**src/rtl/sdes_decrypt_seq.sv**
```systemverilog
// Sequential S-DES decryptor: IP, fk(K2), SW, fk(K1), IP^-1, one round per clock.
// Define SDES_KEYGEN_EN to take a 10-bit master key and derive K1/K2 internally.
module sdes_decrypt_seq (
    input  logic       clk,
    input  logic       rst_n,
    input  logic       in_valid,
    output logic       in_ready,
    input  logic [7:0] c_in,
`ifdef SDES_KEYGEN_EN
    input  logic [9:0] key10,
`else
    input  logic [7:0] key_1,
    input  logic [7:0] key_2,
`endif
    output logic       out_valid,
    input  logic       out_ready,
    output logic [7:0] plain,
    output logic       busy
);

    typedef enum logic [1:0] {IDLE, RK2, RK1, OUT} state_t;

    // S-box rows packed {row0,row1,row2,row3}, each row four 2-bit entries, col 0 first
    localparam logic [31:0] S0_TBL = 32'b01001110_11100100_00100111_11011110;
    localparam logic [31:0] S1_TBL = 32'b00011011_10000111_11000100_10010011;

    function automatic logic [7:0] ip(input logic [7:0] x);
        return {x[6], x[2], x[5], x[7], x[4], x[0], x[3], x[1]};
    endfunction

    function automatic logic [7:0] ip_inv(input logic [7:0] x);
        return {x[4], x[7], x[5], x[3], x[1], x[6], x[0], x[2]};
    endfunction

    function automatic logic [1:0] sbox(input logic [31:0] tbl, input logic [3:0] b);
        logic [1:0] row;
        logic [1:0] col;
        logic [7:0] row_v;
        row   = {b[3], b[0]};
        col   = {b[2], b[1]};
        row_v = 8'(tbl >> {~row, 3'b000});
        return 2'(row_v >> {~col, 1'b0});
    endfunction

    // Round function F(R,K): expand, key mix, S-boxes, P4
    function automatic logic [3:0] f_round(input logic [3:0] r, input logic [7:0] k);
        logic [7:0] x;
        logic [3:0] y;
        x = {r[0], r[3], r[2], r[1], r[2], r[1], r[0], r[3]} ^ k;
        y = {sbox(S0_TBL, x[7:4]), sbox(S1_TBL, x[3:0])};
        return {y[2], y[0], y[1], y[3]};
    endfunction

    state_t     state;
    logic [3:0] l_q;
    logic [3:0] r_q;
    logic [7:0] k1;
    logic [7:0] k2;

`ifdef SDES_KEYGEN_EN
    logic [9:0] key10_q;
    logic [9:0] p10;

    function automatic logic [7:0] p8(input logic [9:0] x);
        return {x[4], x[7], x[3], x[6], x[2], x[5], x[0], x[1]};
    endfunction

    // Key schedule: P10, then per-half rotate-left by 1 (K1) and by 3 in total (K2)
    always_comb begin
        p10 = {key10_q[7], key10_q[5], key10_q[8], key10_q[3], key10_q[6],
               key10_q[0], key10_q[9], key10_q[1], key10_q[2], key10_q[4]};
        k1  = p8({p10[8:5], p10[9], p10[3:0], p10[4]});
        k2  = p8({p10[6:5], p10[9:7], p10[1:0], p10[4:2]});
    end
`endif

    always_ff @(posedge clk or negedge rst_n) begin
        if (!rst_n) begin
            state     <= IDLE;
            l_q       <= '0;
            r_q       <= '0;
`ifdef SDES_KEYGEN_EN
            key10_q   <= '0;
`else
            k1        <= '0;
            k2        <= '0;
`endif
            plain     <= 8'h00;
            out_valid <= 1'b0;
            busy      <= 1'b0;
            in_ready  <= 1'b1;
        end else begin
            case (state)
                IDLE: begin
                    if (in_valid) begin
                        {l_q, r_q} <= ip(c_in);
`ifdef SDES_KEYGEN_EN
                        key10_q    <= key10;
`else
                        k1         <= key_1;
                        k2         <= key_2;
`endif
                        in_ready   <= 1'b0;
                        busy       <= 1'b1;
                        state      <= RK2;
                    end
                end
                RK2: begin
                    l_q   <= r_q;
                    r_q   <= l_q ^ f_round(r_q, k2);
                    state <= RK1;
                end
                RK1: begin
                    // Final round has no swap; result goes straight to the output register
                    plain     <= ip_inv({l_q ^ f_round(r_q, k1), r_q});
                    out_valid <= 1'b1;
                    state     <= OUT;
                end
                OUT: begin
                    if (out_ready) begin
                        out_valid <= 1'b0;
                        busy      <= 1'b0;
                        in_ready  <= 1'b1;
                        state     <= IDLE;
                    end
                end
                default: state <= IDLE;
            endcase
        end
    end

endmodule
```
**config.mk**
```make
export PLATFORM = sky130hd
export DESIGN_NAME = sdes_decrypt_seq
export DESIGN_NICKNAME = d
export VERILOG_FILES = /design/src/rtl/sdes_decrypt_seq.sv
export SDC_FILE = /design/constraint.sdc
export NUM_CORES = 1
export LEC_CHECK = 0
export CORE_MARGIN = 1
export CORE_UTILIZATION = 48
export CTS_CLUSTER_DIAMETER = 200
export DETAILED_ROUTE_END_ITERATION = 10
export DONT_BUFFER_PORTS = 1
export REMOVE_ABC_BUFFERS = 1
export SLEW_MARGIN = 20
export SYNTH_ARGS = -nofsm -noshare
export SYNTH_HDL_FRONTEND = slang
export SYNTH_SLANG_ARGS = --single-unit
```
**constraint.sdc**
```tcl
create_clock -name clk -period 5.7 [get_ports clk]
set_clock_uncertainty 0.2 [all_clocks]
set_input_delay 0.285 -clock clk [delete_from_list [all_inputs] [get_ports clk]]
set_output_delay 0.285 -clock clk [all_outputs]
set_load 0.05 [all_outputs]
```
* Word-level counts from Yosys, hierarchy flattened
Cells that the tools add are included.
Word-level totals: word-level logic and storage cells 57, bits in read-only memories 0, memory bits (writable) 0, latch bits 0, register bits 37, memories kept 0, bits of input ports 28
Cells by class: mux-type cells 14, div/mod/pow operators 0, bitwise logic cells 12, shift operators 8, add/sub/neg operators 0, multiply operators 0, magnitude comparators 0, equal/unequal tests 5, reduce and logical (&&, ||, !) cells 9
Operators with widths (count):
- >> shifter 31 x 5 -> 8 bit, first input constant | 2
- >> shifter 29 x 5 -> 8 bit, first input constant | 2
- >> shifter 8 x 3 -> 2 bit | 4
- inverter 2 bit | 8
- case mux 4 bit (2 select lines) | 2
- bitwise XOR 8 bit | 2
- 2-to-1 mux 4 bit | 2
- case mux 2 bit (4 select lines) | 1
- AND reduction 2 bit | 4
- bitwise XOR 4 bit | 2
- case mux 1 bit (2 select lines) | 3
- nonzero test 2 bit | 3
- equality test 2 bit, second input constant | 2
- 2-to-1 mux 1 bit | 4
- 2-to-1 mux 2 bit | 2
- != test 2 bit, second input constant | 2
- AND reduction 3 bit | 1
- equality test 2 x 1 -> 1 bit, second input constant | 1
- zero test 2 bit | 1

* Logic depth before layout (Yosys ltp)
word-level depth 6, depth in mapped cells 9

* Least setup slack after synthesis
OpenSTA, ideal clock, no wires.
path kind reg2reg, from reg r_q[2], to reg r_q[2], clock period less this slack 2.416 ns, cell stages (with the launch flop) 8, arrival time 2.091 ns, path slack 3.284 ns, path through dfrtp_1 buf_2 xor2_1 ha_1 mux4_2 xnor2_1 mux2_2 mux2_2
On the way: word-level cells in the longest chain between the ends 6
Ends and longest elaborated chain:
- start: declaration | line 56 | logic [3:0] r_q;
- start signal: assignment | line 96 | {l_q, r_q} <= ip(c_in);
- start signal: assignment | line 110 | r_q <= l_q ^ f_round(r_q, k2);
- bitwise XOR 8 bit | line 49 | x = {r[0], r[3], r[2], r[1], r[2], r[1], r[0], r[3]} ^ k;
- inverter 2 bit | line 41 | row_v = 8'(tbl >> {~row, 3'b000});
- >> shifter 29 x 5 -> 8 bit | line 41
- >> shifter 8 x 3 -> 2 bit | line 42 | return 2'(row_v >> {~col, 1'b0});
- bitwise XOR 4 bit | line 110
- case mux 4 bit (2 select lines) | line 93 | case (state)
No other way between the ends. A chain may end at the register's enable or synchronous reset.

* Worst setup path in the final report
from reg r_q[3], to reg r_q[2]
Same word-level chain as after synthesis.

==> flow_summary.json <==
{
  "drive_gt1_frac": 0.1814,
  "ys_types": 33,
  "ys_async_sr_fraction": 1.000,
  "reg2reg_from": "r_q[3]",
  "dp_hpwl_um": 2737,
  "ant_nets": 0,
  "yosysTopAreaCellShare": 0.4281,
  "clock_sinks": 37,
  "tightest_slew_ps": 1001,
  "fmax_mhz": 386.2,
  "fin_tns_setup_ps": 0,
  "final_max_slew_viol_count": 0,
  "area.growth.synth_to_final_pct": 14.86,
  "crit_path_max_fanout": 8,
  "antenna_found_initial": 0,
  "worst_skew_pair.late_latency_ps": 290,
  "clk_pin_slew_ps": 80,
  "row_count": 23,
  "critPathSlowestCell": "dfrtp_1",
  "slowest_delay_ps": 630,
  "post-synth-top-count-cell": "dfrtp_1",
  "root_buffer": "clkbuf_8",
  "hold_viol_final": 0,
  "crit_family": "multiplexers",
  "crit_arrival_ps": 2570,
  "clock_path_buffers": 2,
  "synthTopCellsByCount": "36 x dfrtp_1, 24 x mux2_2, 16 x nand2_1",
  "synth-edff-count": 0,
  "min_period_ps": 2590,
  "drt_first_pass_iters": 4,
  "crit_start": "r_q[3]",
  "end_kind": "flip-flop",
  "cts_buffers": 5,
  "drt-initial-drc-count": 27,
  "core-area_um2": 4115,
  "synthTopCellsByArea": "dfrtp_1 43%, mux2_2 13%, xor2_1 5.8%",
  "maxCapViolCount": 0,
  "gp_congestion": 0.7311,
  "timing.slew.headroom": 0.3135,
  "yosys.area.top_type": "dfrtp_1",
  "io_buffer_count": 0,
  "post-cts-setup-buffer-count": 0,
  "timing.final.crit_share": 0.4543,
  "yosysWarnings": 0,
  "die_x_um": 68.22,
  "crit_chain": "xnor2_1, ha_1, inv_1, mux4_2, xnor2_1, mux2_2, mux2_2",
  "startpoint_type": "flip-flop",
  "grt_pass1_wl_um": 6279,
  "path_class": "flip-flop to flip-flop",
  "routed_wl_um": 3837,
  "route.vias.total": 1383,
  "rsz0062_at_grt": "false",
  "pin_count": 39,
  "dieArea_um2": 4653,
  "grt_max_degree": 38,
  "start_util": 0.5114,
  "synth_flop_cell": "dfrtp_1",
  "r2r_cells": 7,
  "endpoint": "r_q[2]",
  "cp.depth": 7,
  "viasPerCell": 5.445,
  "die_h_um": 68.22,
  "cts_tree": "built",
  "avgSynthCellArea_um2": 11.38,
  "drc_errors": 0,
  "report.final.setup_viol": 0,
  "r2r-end": "r_q[2]",
  "cp_data_required_time_ps": 5680,
  "synthesis.area_um2": 2105,
  "status": "complete, no violations",
  "grt_overflow": 0,
  "rrSetupSlack_ps": 3110,
  "syn_inst": 185,
  "synth-seq-area-share": 0.4405,
  "n_antenna_cell": 0,
  "crit_buf_inv": 1,
  "grt_pass1_vias": 1366,
  "wire_per_inst_um": 15.11,
  "nets": 240,
  "min_path_type": "input pin to flip-flop",
  "cts-htree-levels": 2,
  "yosys_register_bits": 37,
  "track_usage": 0.1917
}
==> worst min-delay path by stage <==
stage                  end  cells past startpoint  startpoint  slack [ps]
finish              r_q[3]                      2     c_in[4]           4
global route          busy                      2    in_valid           7
CTS                 l_q[3]                      2     c_in[6]         0.3
detailed placement   k1[6]                      0       rst_n        -210
global placement     k1[6]                      0       rst_n        -210
floorplan             busy                      0       rst_n        -210
==> per-stage QoR <==
step                      std cells  utilization  setup WS [ps]  instance area [um^2]  hold slack, ps
after global placement          226       0.5135           3189                  2113          -209.8
after global routing            254       0.5874           2975                  2417           7.415
after detailed placement        226       0.5135           3111                  2113          -209.9
after floorplan                 176            -           3268                  2051          -210.6
final                           254       0.5874           3110                  2417           4.207
after CTS                       254       0.5874           3091                  2417          0.3050
==> final cells by class <==
cell class,count,area (um^2)
Fill cell,368,1698
Multi-Input combinational cell,129,1086
Sequential cell,37,927.1
Timing Repair Buffer,20,210.2
Clock buffer,7,86.33
Tap cell,50,62.56
Inverter,10,37.54
Clock inverter,1,7.507
==> sequential cells by signal, summed over array words and instances, names as in the netlist <==
name and count:
busy 1, in_ready 1, k1 8, k2 8, l_q 4, out_valid 1, plain 8, r_q 4
state 2
==> logic make-up (layout without fill, tap and decap cells) <==
| kind of cell | Yosys count | after routing | share of synthesized area |
|---|---|---|---|
| fa+ha+maj | 9 | 9 | 0.05351 |
| mux | 35 | 35 | 0.1867 |
| xor+xnor | 28 | 28 | 0.1379 |
| buf+inv | 19 | 38 | 0.04340 |
| simple gates | 28 | 28 | 0.05530 |
| flops | 37 | 37 | 0.4405 |
| compound gates | 29 | 29 | 0.08265 |
==> cells in the final DEF, fill, tap and decap left out, drive strengths merged, types with 2 or more instances in the layout <==
cell	synthesis	final
nor3	2	2
a21oi	8	8
ha	9	9
mux2i	10	10
dlygate4sd3	0	19
nand2	16	16
o21ai	12	12
xnor2	12	12
dfrtp	36	36
inv	10	10
clkbuf	4	7
a32oi	2	2
mux2	24	24
xor2	16	16
nor2	7	7
==> worst reg2reg max path: stages, from the launching register on <==
cell,delay [ps]
dfrtp_1,630
xnor2_1,200
ha_1,300
inv_1,30
mux4_2,460
xnor2_1,140
mux2_2,260
mux2_2,260
==> routing by layer <==
metal,up-vias,routed length (um),GRT usage
li1,665,-,-
met1,683,1650,0.2197
met2,28,1919,0.3321
met3,7,197,0.05000
met4,0,70,0.08594
met5,-,0,0
==> timing repair <==
action / in CTS / in global routing
hold buffers: 20 / 0
resized for setup: 0 / 0
hold endpoints to repair: 57 / 0
Power is not shown: default switching activity piles up to over one toggle a cycle in this logic, so the estimate is an artifact.
